===== config.mk =====
export PLATFORM = sky130hd
export DESIGN_NAME = mole_scheduler
export DESIGN_NICKNAME = d
export VERILOG_FILES = /design/src/rtl/mole_scheduler.sv
export SDC_FILE = /design/constraint.sdc
export NUM_CORES = 1
export LEC_CHECK = 0
export CAP_MARGIN = 40
export CORE_ASPECT_RATIO = 1.5
export CORE_MARGIN = 2
export CORE_UTILIZATION = 55
export DETAILED_ROUTE_END_ITERATION = 10
export PLACE_DENSITY = 0.91
export SLEW_MARGIN = 25
export SYNTH_ARGS = -nofsm -noshare
export SYNTH_HDL_FRONTEND = slang
export SYNTH_SLANG_ARGS = --single-unit

===== constraint.sdc =====
create_clock -name clk -period 4.3 [get_ports clk]
set_input_delay 0.86 -clock clk [delete_from_list [all_inputs] [get_ports clk]]
set_output_delay 0.86 -clock clk [all_outputs]
set_load 0.03 [all_outputs]

===== src/rtl/mole_scheduler.sv =====
// mole_scheduler: whack-a-mole round sequencer with LFSR-driven hole selection.
// Optional feature macro WRONG_WHACK_PENALTY_EN: a wrong-hole whack while a mole is up counts as a miss.
module mole_scheduler #(
    parameter int UP_TICKS   = 8,
    parameter int GAP_TICKS  = 2,
    parameter int MAX_MISSES = 3
) (
    input  logic       clk,
    input  logic       resetn,
    input  logic       start,
    input  logic       tick,
    input  logic [3:0] whack,
    output logic [3:0] mole,
    output logic [7:0] score,
    output logic [1:0] misses,
    output logic       hit_pulse,
    output logic       miss_pulse,
    output logic       game_over
);

    // Legal range: UP_TICKS >= 1, GAP_TICKS >= 1, 1 <= MAX_MISSES <= 3.
    localparam int                CNT_W    = $clog2((UP_TICKS > GAP_TICKS ? UP_TICKS : GAP_TICKS) + 1);
    localparam logic [CNT_W-1:0]  UP_LOAD  = CNT_W'(UP_TICKS);
    localparam logic [CNT_W-1:0]  GAP_LOAD = CNT_W'(GAP_TICKS);
    localparam logic [CNT_W-1:0]  CNT_ONE  = CNT_W'(1);
    localparam logic [1:0]        MISS_LIM = 2'(MAX_MISSES);

    typedef enum logic [2:0] {
        S_IDLE,
        S_SPAWN,
        S_UP,
        S_HIT,
        S_MISS,
        S_GAP,
        S_OVER
    } state_t;

    state_t           state;
    logic [7:0]       lfsr;
    logic             lfsr_fb;
    logic [1:0]       hole;
    logic [1:0]       spawn_hole;
    logic [CNT_W-1:0] up_cnt;
    logic [CNT_W-1:0] gap_cnt;
    logic             correct_whack;
    logic             wrong_whack;

    // x^8 + x^6 + x^5 + x^4 + 1, Fibonacci form shifting toward the MSB.
    assign lfsr_fb = lfsr[7] ^ lfsr[5] ^ lfsr[4] ^ lfsr[3];

    // `hole` still holds the previous round's hole while in SPAWN, so a repeat is bumped by one.
    assign spawn_hole = (lfsr[1:0] == hole) ? lfsr[1:0] + 2'd1 : lfsr[1:0];

    assign correct_whack = whack[hole];

`ifdef WRONG_WHACK_PENALTY_EN
    // The correct-hole case is tested first, so any remaining set bit is a wrong hole.
    assign wrong_whack = |whack;
`else
    assign wrong_whack = 1'b0;
`endif

    // NOTE: state is updated with non-blocking assignments so every register samples pre-edge values.
    always_ff @(posedge clk or negedge resetn) begin
        if (!resetn) begin
            lfsr <= 8'hA5;
        end else begin
            lfsr <= {lfsr[6:0], lfsr_fb};
        end
    end

    // NOTE: every register, including the previous-hole and counters, has an explicit reset value.
    always_ff @(posedge clk or negedge resetn) begin
        if (!resetn) begin
            state      <= S_IDLE;
            hole       <= 2'd0;
            up_cnt     <= '0;
            gap_cnt    <= '0;
            mole       <= 4'd0;
            score      <= 8'd0;
            misses     <= 2'd0;
            hit_pulse  <= 1'b0;
            miss_pulse <= 1'b0;
            game_over  <= 1'b0;
        end else begin
            hit_pulse  <= 1'b0;
            miss_pulse <= 1'b0;
            case (state)
                S_IDLE, S_OVER: begin
                    if (start) begin
                        state     <= S_SPAWN;
                        score     <= 8'd0;
                        misses    <= 2'd0;
                        game_over <= 1'b0;
                    end
                end
                S_SPAWN: begin
                    hole   <= spawn_hole;
                    up_cnt <= UP_LOAD;
                    mole   <= 4'b0001 << spawn_hole;
                    state  <= S_UP;
                end
                S_UP: begin
                    if (correct_whack) begin
                        mole      <= 4'd0;
                        hit_pulse <= 1'b1;
                        if (score != 8'hFF) begin
                            score <= score + 8'd1;
                        end
                        state <= S_HIT;
                    end else if (wrong_whack || (tick && up_cnt == CNT_ONE)) begin
                        mole       <= 4'd0;
                        miss_pulse <= 1'b1;
                        misses     <= misses + 2'd1;
                        state      <= S_MISS;
                    end else if (tick) begin
                        up_cnt <= up_cnt - CNT_ONE;
                    end
                end
                S_HIT: begin
                    gap_cnt <= GAP_LOAD;
                    state   <= S_GAP;
                end
                S_MISS: begin
                    gap_cnt <= GAP_LOAD;
                    if (misses == MISS_LIM) begin
                        game_over <= 1'b1;
                        state     <= S_OVER;
                    end else begin
                        state <= S_GAP;
                    end
                end
                S_GAP: begin
                    if (tick) begin
                        if (gap_cnt == CNT_ONE) begin
                            state <= S_SPAWN;
                        end else begin
                            gap_cnt <= gap_cnt - CNT_ONE;
                        end
                    end
                end
                default: state <= S_IDLE;
            endcase
        end
    end

endmodule

==> report_table.html <==
<table>
<tr><th>Metric</th><th>Value</th></tr>
<tr><th colspan="2">STA</th></tr>
<tr><td>RSZ-0062 raised after global routing</td><td>false</td></tr>
<tr><td>Max transition margin</td><td>63.8%</td></tr>
<tr><td>Number of pins with negative max-slew slack in the final report</td><td>0</td></tr>
<tr><td>Slew of the pin with the lowest slew margin</td><td>0.536 ns</td></tr>
<tr><td>Ratio of final minimum period to clock period</td><td>55.8%</td></tr>
<tr><td>Highest Clock Rate</td><td>0.416 GHz</td></tr>
<tr><td>Final Setup Violations</td><td>0</td></tr>
<tr><td>Clock period minus final worst setup slack</td><td>2.40 ns</td></tr>
<tr><td>Final Hold Viols</td><td>0</td></tr>
<tr><td>Worst setup skew after layout</td><td>0.00661 ns</td></tr>
<tr><td>Setup TNS</td><td>0 ns</td></tr>
<tr><th colspan="2">Route</th></tr>
<tr><td>Routed wire length per instance</td><td>14.8 um</td></tr>
<tr><td>Vias post-DR</td><td>1,641</td></tr>
<tr><td>Detailed-route DRC error count</td><td>0</td></tr>
<tr><td>Pre-antenna DRT Iters</td><td>4</td></tr>
<tr><td>Routed via count divided by cell count</td><td>5.97</td></tr>
<tr><td>Overall routed net length</td><td>4080 um</td></tr>
<tr><td>Initial detailed-routing violation count</td><td>36</td></tr>
<tr><td>Post-route antenna net violation count</td><td>0</td></tr>
<tr><th colspan="2">Die</th></tr>
<tr><td>Die Span Y</td><td>79.2 um</td></tr>
<tr><td>Die Area</td><td>4280 um^2</td></tr>
<tr><td>Core Box Area</td><td>3650 um^2</td></tr>
<tr><td>IO Pins</td><td>25</td></tr>
<tr><td>Initial Utilization</td><td>56.8%</td></tr>
<tr><td>DIE WIDTH</td><td>54.1 um</td></tr>
<tr><td>Placement Rows</td><td>27</td></tr>
<tr><th colspan="2">Setup path</th></tr>
<tr><td>Crit path arrival time</td><td>2.58 ns</td></tr>
<tr><td>CP endpoint kind</td><td>register</td></tr>
<tr><td>Slowest stage cell, crit path</td><td>clkdlybuf4s50_1</td></tr>
<tr><td>CP Launch Type</td><td>input port</td></tr>
<tr><td>Largest delay contributor family on the critical path</td><td>simple AND/OR/NAND/NOR gates</td></tr>
<tr><td>Worst-path maximum fanout</td><td>6</td></tr>
<tr><td>Capture point of the worst reg-to-reg path</td><td>up_cnt[1]$_DFFE_PN0P_</td></tr>
<tr><td>Number of gates on the worst path with buffers counted</td><td>5</td></tr>
<tr><td>Cells along the critical path</td><td>clkdlybuf4s50_1, nor4bb_1, and2b_2, o21ai_0, mux2_2</td></tr>
<tr><td>Origin of the critical flop-to-flop path</td><td>state[1]$_DFFE_PN0P_</td></tr>
<tr><td>Buffers plus inverters on the worst setup path</td><td>1</td></tr>
<tr><td>CP Data Required Time</td><td>4.48 ns</td></tr>
<tr><td>Crit path largest cell delay</td><td>0.55 ns</td></tr>
<tr><td>R2R Setup Slk</td><td>2.31 ns</td></tr>
<tr><td>Logic depth of the worst register-to-register path</td><td>4</td></tr>
<tr><td>Worst setup path category</td><td>input port to register</td></tr>
<tr><th colspan="2">Placed design</th></tr>
<tr><td>Routability-driven placement congestion ratio</td><td>0.774</td></tr>
<tr><td>HPWL after detailed placement</td><td>2910 um</td></tr>
<tr><td>Buffers added on ports</td><td>24</td></tr>
<tr><td>Area of placed instances</td><td>2340 um^2</td></tr>
<tr><th colspan="2">CTS</th></tr>
<tr><td>CTS tree</td><td>yes</td></tr>
<tr><td>Number of clock buffers inserted by TritonCTS</td><td>5</td></tr>
<tr><td>CTS H-Tree Depth</td><td>2</td></tr>
<tr><td>Clock-pin slew on the worst setup and hold paths</td><td>0.07 ns</td></tr>
<tr><td>Post-CTS sizing</td><td>0</td></tr>
<tr><td>Clock latency on the worst-skew pair</td><td>0.29 ns</td></tr>
<tr><td>Post CTS Setup Buffer Count</td><td>0</td></tr>
<tr><td>Largest buffer count on any clock path</td><td>2</td></tr>
<tr><td>Root buffer cell</td><td>clkbuf_8</td></tr>
<tr><td>Number of clock sinks seen by CTS</td><td>38</td></tr>
<tr><td>Post-CTS Hold Fix Bufs</td><td>0</td></tr>
<tr><th colspan="2">Layout</th></tr>
<tr><td>Count of nets after finishing</td><td>245</td></tr>
<tr><td>Fraction of final layout cells sized beyond drive strength 1</td><td>15.1%</td></tr>
<tr><td>Most common library cell in the layout ignoring fill and taps</td><td>dfrtp_1</td></tr>
<tr><td>Diodes inserted</td><td>0</td></tr>
<tr><td>Synthesis-to-finish area growth</td><td>19.8%</td></tr>
<tr><td>Finished Cell Area</td><td>2480 um^2</td></tr>
<tr><td>Most used cells in the layout excluding fill and tap cells</td><td>dfrtp_1, clkdlybuf4s50_1, nand2_1</td></tr>
<tr><th colspan="2">Global routing</th></tr>
<tr><td>Residual overflow from global routing</td><td>0</td></tr>
<tr><td>GRT Resource Usage Total</td><td>22.2%</td></tr>
<tr><td>Global-route wire length before repair</td><td>7060 um</td></tr>
<tr><td>Number of global-route vias before repair</td><td>1,584</td></tr>
<tr><td>Maximum number of pins on one net before global-route repair</td><td>39</td></tr>
<tr><td>Antenna violations before repair</td><td>0</td></tr>
<tr><th colspan="2">Logic synthesis</th></tr>
<tr><td>Post-synthesis instance total</td><td>204</td></tr>
<tr><td>Library cells used by synthesis</td><td>60</td></tr>
<tr><td>EDFF count, synth</td><td>0</td></tr>
<tr><td>Top flip-flop cell by instance count after synthesis</td><td>dfrtp_1</td></tr>
<tr><td>Warnings, synthesis</td><td>0</td></tr>
<tr><td>Syn Nets</td><td>218</td></tr>
<tr><td>Total of flip-flops plus latches after synthesis</td><td>38</td></tr>
<tr><td>Mean cell area of the mapped netlist</td><td>10.2 um^2</td></tr>
<tr><td>Proportion of register bits with asynchronous set or reset after synthesis</td><td>100%</td></tr>
<tr><td>Post-synthesis cell area</td><td>2070 um^2</td></tr>
<tr><td>Post-synthesis sequential area ratio</td><td>46.1%</td></tr>
<tr><th colspan="2">Power</th></tr>
<tr><td>Switching power</td><td>0.623 mW</td></tr>
<tr><td>Total power consumption of the routed design</td><td>1.59 mW</td></tr>
<tr><td>Peak supply drop</td><td>0.458 mV</td></tr>
<tr><td>Design internal power</td><td>0.969 mW</td></tr>
<tr><td>Comb power frac</td><td>41.7%</td></tr>
<tr><td>Proportion of total power due to net switching</td><td>39.2%</td></tr>
<tr><td>Power per cell area</td><td>641 nW/um^2</td></tr>
<tr><td>Reported leakage power</td><td>1.06 nW</td></tr>
<tr><td>Portion of total power attributed to the clock network</td><td>23.6%</td></tr>
<tr><td>Relative contribution of sequential cells to total power</td><td>34.8%</td></tr>
<tr><th colspan="2">Worst hold path</th></tr>
<tr><td>Worst hold endpoint</td><td>lfsr[7]$_DFF_PN1_</td></tr>
<tr><td>Hold path start</td><td>lfsr[6]$_DFF_PN0_</td></tr>
<tr><td>Worst hold path stage count</td><td>0</td></tr>
<tr><td>Hold WC Path Type</td><td>register to register</td></tr>
<tr><th colspan="2">Status</th></tr>
<tr><td>Outcome</td><td>complete, no violations</td></tr>
<tr><th colspan="2">Flow run</th></tr>
<tr><td>Number of maximum-capacitance violations</td><td>0</td></tr>
</table>
==> worst max-delay path by stage <==
stage               startpoint                    end
finish                    tick  misses[0]$_DFFE_PN0P_
global route              tick  misses[0]$_DFFE_PN0P_
CTS                       tick  misses[0]$_DFFE_PN0P_
detailed placement        tick  misses[0]$_DFFE_PN0P_
global placement          tick  misses[0]$_DFFE_PN0P_
floorplan             whack[3]  up_cnt[1]$_DFFE_PN0P_
==> kinds of logic (layout without fill, tap and decap cells) <==
| logic type | Yosys count | after routing | share of synthesized area (%) |
|---|---|---|---|
| AO/OA/AOI/OAI | 62 | 62 | 21.7 |
| XOR/XNOR | 4 | 4 | 1.69 |
| adder cells (fa/ha/maj) | 6 | 6 | 3.62 |
| buffers and inverters | 17 | 45 | 3.99 |
| flip-flops | 38 | 38 | 46.1 |
| multiplexers | 4 | 4 | 2.60 |
| AND/OR/NAND/NOR | 73 | 73 | 20.3 |
==> layout make-up <==
type / count / area (um^2)
clock buffers: 6 / 82.6
multi-input cells: 149 / 1030
well taps: 43 / 53.8
fillers: 264 / 1170
clock inverters: 2 / 60.1
inverters: 11 / 41.3
flip-flops and latches: 38 / 956
repair buffers: 26 / 255
==> power by group through the flow <==
stage	clock [mW]	combinational (mW)	sequential (mW)
after floorplan	0	0.491	0.562
after global placement	0	0.639	0.554
after detailed placement	0	0.660	0.558
after CTS	0.379	0.668	0.554
after global routing	0.394	0.735	0.570
final	0.375	0.663	0.554
==> per-layer routing <==
layer  routed length, um  global-route usage, %  part of all wire [%]
met3                 119                   5.08                   2.9
met1                1760                   27.2                    43
met2                2140                   37.2                    52
met5                   0                      0                     0
met4                  64                   7.75                   1.6
==> state kept, by name, indices dropped and copies added, names as in the netlist <==
name / count
hole: 2
state: 3
misses: 2
miss_pulse: 1
lfsr: 8
mole: 4
score: 8
up_cnt: 4
gap_cnt: 4
game_over: 1
hit_pulse: 1
==> stage by stage <==
stage                     hold slack, ns  util, %  cells  setup slack [ns]
after floorplan                    0.333        -    204              2.21
after global placement             0.343     63.9    266              1.66
after CTS                          0.368     68.0    275              1.92
after global routing               0.372     68.0    275              1.85
final                              0.364     68.0    275              1.90
after detailed placement           0.347     64.1    267              1.61
==> synthesized netlist by cell type, drive strengths merged, types with 2 or more instances <==
library cell	n	area (um^2)
dfrtp	34	851
nand2	20	75.1
a21oi	13	65.1
nor2	12	57.6
inv	11	41.3
o21ai	11	55.1
ha	6	75.1
buf	5	37.5
nand3	5	25.0
nor3	5	36.3
a31oi	4	25.0
and2	4	26.3
dfstp	4	105
nor3b	4	35.0
o21a	4	30.0
or3b	4	35.0
a22o	3	28.8
and3	3	18.8
o211ai	3	22.5
o2bb2ai	3	26.3
or3	3	18.8
xnor2	3	26.3
a211oi	2	15.0
a21bo	2	20.0
a21o	2	16.3
a221o	2	20.0
and3b	2	17.5
mux2i	2	20.0
nand2b	2	12.5
nand4	2	12.5
nor4	2	12.5
o22ai	2	12.5
or2	2	12.5
Power figures use the tool's default switching activity.
